===== config.mk =====
export PLATFORM = sky130hd
export DESIGN_NAME = sr_flag_arbiter
export DESIGN_NICKNAME = d
export VERILOG_FILES = /design/src/rtl/sr_flag_arbiter.sv
export SDC_FILE = /design/constraint.sdc
export NUM_CORES = 1
export LEC_CHECK = 0
export BUFFER_PORTS_ARGS = -buffer_cell sky130_fd_sc_hd__clkbuf_2
export CAP_MARGIN = 20
export CORE_UTILIZATION = 30
export DETAILED_ROUTE_END_ITERATION = 6
export PLACE_DENSITY = 0.65
export SYNTH_ARGS = -nofsm -noshare
export SYNTH_HDL_FRONTEND = slang
export SYNTH_SLANG_ARGS = --single-unit

===== constraint.sdc =====
create_clock -name clk -period 4 [get_ports clk]
set_clock_uncertainty 0.05 [all_clocks]
set_input_delay 0.2 -clock clk [delete_from_list [all_inputs] [get_ports clk]]
set_output_delay 0.2 -clock clk [all_outputs]
set_load 0.03 [all_outputs]

===== src/rtl/sr_flag_arbiter.sv =====
// sr_flag_arbiter: a round-robin arbiter in front of a shared bank of SR flags.
// Each cycle at most one requester wins. The winner's set/clear masks are then
// applied to the bank. A bit with both set and clear requested keeps its value,
// and the command is reported as a conflict.
module sr_flag_arbiter #(
    parameter int NREQ  = 4,
    parameter int NFLAG = 8,
    parameter int CNT_W = 8
) (
    input  logic                  clk,
    input  logic                  rst,
    input  logic [NREQ-1:0]       req,
    input  logic [NREQ*NFLAG-1:0] set_mask,
    input  logic [NREQ*NFLAG-1:0] clr_mask,
    output logic [NREQ-1:0]       gnt,
    output logic [NFLAG-1:0]      q,
    output logic [NFLAG-1:0]      q_bar,
    output logic                  err,
    output logic [CNT_W-1:0]      err_cnt,
    output logic                  busy
);

    localparam int PTR_W = (NREQ > 1) ? $clog2(NREQ) : 1;

    logic [PTR_W-1:0] ptr;
    logic [NREQ-1:0]  eligible;
    logic             found;
    logic [PTR_W-1:0] win;
    logic             hi_found;
    logic             lo_found;
    logic [PTR_W-1:0] hi_win;
    logic [PTR_W-1:0] lo_win;
    logic [NFLAG-1:0] s;
    logic [NFLAG-1:0] c;
    logic [NFLAG-1:0] q_next;
    logic             conflict;
    logic [NREQ-1:0]  gnt_next;
    logic [PTR_W-1:0] ptr_next;

    // A requester whose grant is currently showing cannot win again this cycle.
    assign eligible = req & ~gnt;
    assign busy     = |eligible;
    assign q_bar    = ~q;

    // Round-robin winner search, starting at ptr.
    // The wrapped search is done as two ascending scans: the first eligible
    // index at or above ptr, or failing that the first eligible index overall.
    always_comb begin
        hi_found = 1'b0;
        lo_found = 1'b0;
        hi_win   = '0;
        lo_win   = '0;
        for (int unsigned i = 0; i < NREQ; i++) begin
            if (eligible[i] && !lo_found) begin
                lo_found = 1'b1;
                lo_win   = PTR_W'(i);
            end
            if (eligible[i] && (PTR_W'(i) >= ptr) && !hi_found) begin
                hi_found = 1'b1;
                hi_win   = PTR_W'(i);
            end
        end
        found = hi_found | lo_found;
        win   = hi_found ? hi_win : lo_win;
    end

    // Winner's masks, the per-bit SR update, the next grant and the next pointer.
    always_comb begin
        s        = set_mask[int'(win)*NFLAG +: NFLAG];
        c        = clr_mask[int'(win)*NFLAG +: NFLAG];
        q_next   = (q | (s & ~c)) & ~(c & ~s);
        conflict = |(s & c);
        gnt_next = '0;
        if (found) begin
            gnt_next[win] = 1'b1;
        end
        ptr_next = (win == PTR_W'(NREQ - 1)) ? '0 : win + PTR_W'(1);
    end

    // Registered state: grant pulse, flag bank, pointer, conflict pulse and counter.
    always_ff @(posedge clk or posedge rst) begin
        if (rst) begin
            gnt     <= '0;
            q       <= '0;
            ptr     <= '0;
            err     <= 1'b0;
            err_cnt <= '0;
        end else begin
            gnt <= gnt_next;
            if (found) begin
                q   <= q_next;
                ptr <= ptr_next;
                err <= conflict;
                if (conflict && (err_cnt != '1)) begin
                    err_cnt <= err_cnt + CNT_W'(1);
                end
            end else begin
                err <= 1'b0;
            end
        end
    end

endmodule


---- Yosys cells after proc, flatten, opt, wreduce, memory -nomap -nowiden ----
Index checks and enable logic that the tools add are counted.
storage, ports and cells
  output and inout bits ................... 30
  register bits ........................... 23
  input port bits ......................... 70
  logic and storage cells ................. 70
cells by class
  muxes and demuxes ....................... 20
  bitwise logic cells ..................... 12
  reduce and logical (&&, ||, !) cells .... 21
  $lt $le $gt $ge ......................... 6
  shifts and indexed selects .............. 2
  eq/ne operators ......................... 2
  $add $sub $neg .......................... 2
operators by type and width
  operator                                                                              number
  32-bit by 6-bit variable part select with 8-bit output                                2
  8-bit bitwise AND                                                                     4
  8-bit NOT                                                                             4
  1-bit logical AND                                                                     12
  1-bit two-way mux                                                                     12
  2-bit two-way mux                                                                     6
  8-bit by 1-bit adder with 8-bit output (second input constant)                        1
  8-bit inequality test (second input constant)                                         1
  8-bit OR                                                                              1
  8-bit OR reduction                                                                    1
  1-bit logical NOT                                                                     6
  4-bit bitwise AND                                                                     1
  1-bit by 2-bit greater-or-equal comparator with 1-bit output (first input constant)   2
  2-bit greater-or-equal comparator (first input constant)                              2
  4-bit two-way mux                                                                     1
  4-bit NOT                                                                             1
  4-bit OR reduction                                                                    1
  2-bit by 3-bit less-than comparator with 1-bit output (second input constant)         1
  2-bit by 1-bit adder with 2-bit output (second input constant)                        1
  1-bit demux with 2-bit select                                                         1
  2-bit == test (second input constant)                                                 1
  2-bit by 1-bit greater-or-equal comparator with 1-bit output (second input constant)  1
  2-bit AND reduction                                                                   1
  1-bit OR                                                                              1

---- Longest topological paths before layout ----
  depth in word-level cells ............... 19
  mapped depth ............................ 10
  mapped depth without buffers ............ 8

---- Worst setup path before layout ----
Ideal clock, no wire load.
  path type ............................... register -> register
  start ................................... reg gnt[0]
  end ..................................... reg err_cnt[1]
  setup time .............................. 0.128 ns
  data required time ...................... 3.822 ns
  arrival time ............................ 2.530 ns
  cell stages (with the launch flop) ...... 10
  slack ................................... 1.293 ns
  clock period less this slack ............ 2.707 ns
  cells stage by stage .................... dfrtp_1 nand2b_1 o221a_1 o21ai_4 buf_4 a21boi_1 a22oi_1 a21o_4 o31ai_4 mux2_1
between the ends
  cells in the longest elaborated chain, start to end .. 19
  elaborated cells on any way between the ends .. 37
  classes of those cells .................. 2 x shift; 15 x mux; 4 x bitwise; 16 x reduce/logical
ends and longest elaborated chain
  what                                                                       RTL line  source
  start: declaration                                                         15        output logic [NREQ-1:0] gnt,
  start signal: assignment                                                   89        gnt <= gnt_next;
  4-bit NOT *                                                                41        assign eligible = req & ~gnt;
  4-bit bitwise AND *                                                        41
  1-bit logical AND                                                          58        if (eligible[i] && (PTR_W'(i) >= ptr) && !hi_found) begin
  1-bit two-way mux                                                          58
  1-bit logical NOT                                                          58
  1-bit logical AND                                                          58
  1-bit two-way mux                                                          58
  1-bit logical NOT                                                          58
  (+3 left out)                                                              n/a
  1-bit logical AND                                                          58
  2-bit two-way mux / 1-bit two-way mux (equally long branches)              58
  2-bit two-way mux                                                          64        win = hi_found ? hi_win : lo_win;
  32-bit by 6-bit variable part select with 8-bit output (on tied branches)  69, 70
  8-bit bitwise AND                                                          72        conflict = |(s & c);
  8-bit OR reduction                                                         72
  1-bit logical AND                                                          94        if (conflict && (err_cnt != '1)) begin
  2-bit AND reduction (no source line) *                                     n/a
  end signal: assignment                                                     95        err_cnt <= err_cnt + CNT_W'(1);
  end: declaration                                                           19        output logic [CNT_W-1:0] err_cnt,
Mark *: on every way between the ends. The rest lies on a longest branch, timed or not.
A chain may end at the register's enable or synchronous reset.

---- Worst setup path after layout ----
Ends and elaborated chain as after synthesis.

==> results_dict.tcl <==
set metrics [dict create \
    outcome "finished clean" \
    synth_cell_type_count 47 \
    ff2ff_path_depth 8 \
    clock_sinks 23 \
    rows 29 \
    maxCapViolations 0 \
    drive_gt1_frac 0.3561 \
    rsz0062_at_grt "false" \
    antenna_found_initial 0 \
    max_slew_margin 0.3880 \
    synth_nets 315 \
    root_buffer "clkbuf_8" \
    cpPeakStageDelay_ns 0.74 \
    grt.overflow.total 0 \
    diodes 0 \
    path_cells "nand2b_1, o221a_1, o21ai_4, mux2i_1, mux2_4, a21o_4, o31ai_4, mux2_1" \
    hp-class "in -> async" \
    yosys_warnings 0 \
    design_area_sq_um 2576 \
    fillers 653 \
    ys_seq_area_frac 0.2939 \
    critPathLaunchType "flop" \
    final_nets 413 \
    cts_tree "done" \
    first_pass_iters 4 \
    regArea_sq_um 575.6 \
    ant_nets 0 \
    avgRoutedWirePerCell_microns 14.14 \
    critPathKind "reg -> reg" \
    hold_violations 0 \
    cpLargestDelayFamily "compound AO/OA/AOI/OAI gates" \
    die_y_microns 82.79 \
    cts_setup_buffers 0 \
    holdBufCountCts 0 \
    num_vias 2263 \
    final_cell_mix "99 x clkbuf_2, 35 x o21ai_0, 26 x nand2_1, 23 x dfrtp_1, 21 x a21oi_1" \
    vias_per_cell 5.466 \
    grt_use_total 0.1751 \
    cp.arrival_ns 3.21 \
    route.detailed.drc 0 \
    drtIter0Drc 157 \
    min_period_over_period 0.7756 \
    multi_input_area_sq_um 1270 \
    gp_routability_congestion 0.8557 \
    powerDensity_nw_per_um2 923.8 \
    grt_pass1_vias 1976 \
    finalWirelength_microns 5856 \
    die_x_microns 82.79 \
    worstMarginPinSlew_ns 0.9145 \
    syn_area_per_cell_sq_um 8.159 \
    synth_area_sq_um 1958 \
    ys.flop_type "dfrtp_1" \
    ys_seq_elements 23 \
    grt_max_degree 38 \
    setup_viol 0 \
    fmax_mhz 322.3 \
    worst_ep_required_time_ns 4.11 \
    htreeDepth 1 \
    synth_edf_count 0 \
    core-area_sq_um 6314 \
    hpwl_microns 4648 \
    initial_core_util 0.3101 \
    clock_latency_ns 0.27 \
    areaGrowthSynthToFinish_pct 31.57 \
    dpl_cell_area_sq_um 2531 \
    cts.repair.resized 0 \
    layout_commonest_cell "clkbuf_2" \
    syn-instance-count 240 \
    ys_async_sr_fraction 1.000 \
    endpoint_kind "flop" \
    path_buf_inv 0 \
    clkTransAtPathRegs_ns 0.08 \
    crit_path_top_delay_cell "o21ai_4" \
    period_needed_ns 3.102 \
    grt_pass1_wl_microns 9108 \
    leakagePower_uw 0.001265 \
    ioPinCount 100 \
    die_area_sq_um 6854 \
    clk_path_buf_depth 2 \
    critPathMaxFanout 37 \
    portBuffers 99 \
    regToRegSetupSlack_ns 0.90 \
    tns_ns 0 \
    peakVddDrop_mv 0.3809 \
    cts_buffers 3 \
    crit-reg2reg-launch "gnt[0]" \
    drv_slew 0 \
    rr_endpoint "err_cnt[1]" \
]
logic make-up (layout without fill, tap and decap cells):
family,count (synthesis),in the layout,synth area share
DFF,23,23,0.2939
xor gates and xnor gates,2,2,0.008947
and+or+nand+nor,70,70,0.1834
AOI/OAI and AO/OA,104,104,0.3700
muxes,10,10,0.05431
adders and majority gates,5,5,0.03195
buffers and inverters,26,123,0.05750
synthesized netlist by cell type (2+ instances only):
cell type	number	area, sq um
and4b_1	2	20.02
xnor2_1	2	17.52
mux2i_1	8	80.08
a22o_4	2	35.03
a21oi_1	21	105.1
ha_1	5	62.56
buf_4	2	15.01
nand2_1	26	97.59
a21boi_1	6	45.04
a211oi_1	4	30.03
a22oi_1	7	52.55
clkbuf_1	7	26.28
a31oi_1	7	43.79
a222oi_1	4	40.04
nand3_1	8	40.04
inv_1	15	56.30
nor2_1	7	26.28
dfrtp_1	23	575.6
nor2b_1	2	12.51
o21ai_0	35	175.2
o22ai_1	3	18.77
a22oi_2	3	37.54
and2_1	8	50.05
nor3b_1	2	15.01
nand4_1	4	25.02
a41oi_1	3	26.28
nand2b_1	4	25.02
routing by layer:
layer,wire (microns),global-route usage
met1,2398,0.2167
met4,129,0.07759
met3,460,0.02077
met5,0,0
met2,2868,0.3033
how the worst max path moves through the flow:
stage	startpoint	endpoint	slack (ns)	cells past startpoint
after floorplan	gnt[0]	err_cnt[1]	1.29	9
after global placement	gnt[0]	err_cnt[1]	1.0	8
after detailed placement	gnt[0]	err_cnt[1]	0.90	8
after CTS	gnt[0]	err_cnt[1]	0.86	8
after global routing	gnt[0]	err_cnt[5]	0.67	8
final	gnt[0]	err_cnt[1]	0.90	8
through the flow:
stage | utilization | worst slack, ns | std cells | hold WS (ns) | total power [uW]
after floorplan | - | 1.293 | 240 | 0.1519 | 1812
after detailed placement | 0.4009 | 0.9020 | 410 | 0.3707 | 2240
final | 0.4080 | 0.8977 | 414 | 0.02217 | 2380
after global placement | 0.4009 | 0.9999 | 410 | 0.3723 | 2203
after global routing | 0.4080 | 0.6712 | 414 | 0.1174 | 2612
after CTS | 0.4080 | 0.8630 | 414 | 0.07034 | 2393
where the power goes:
group          internal [uW]  switching [uW]
sequential               354             132
clock                   71.3            77.7
combinational            633            1110
registers in the layout, summed over array words and instances (netlist names):
name / flops
ptr: 2
err: 1
err_cnt: 8
q: 8
gnt: 4
area by class of cell:
| class | instances | area share |
|---|---|---|
| multi-input cells | 191 | 0.4930 |
| flip-flops and latches | 23 | 0.2234 |
| repair buffers | 104 | 0.2069 |
| well taps | 77 | 0.03740 |
| inverters | 15 | 0.02186 |
| clock buffers | 4 | 0.01748 |
No activity file was read; power rests on OpenSTA's default activity.
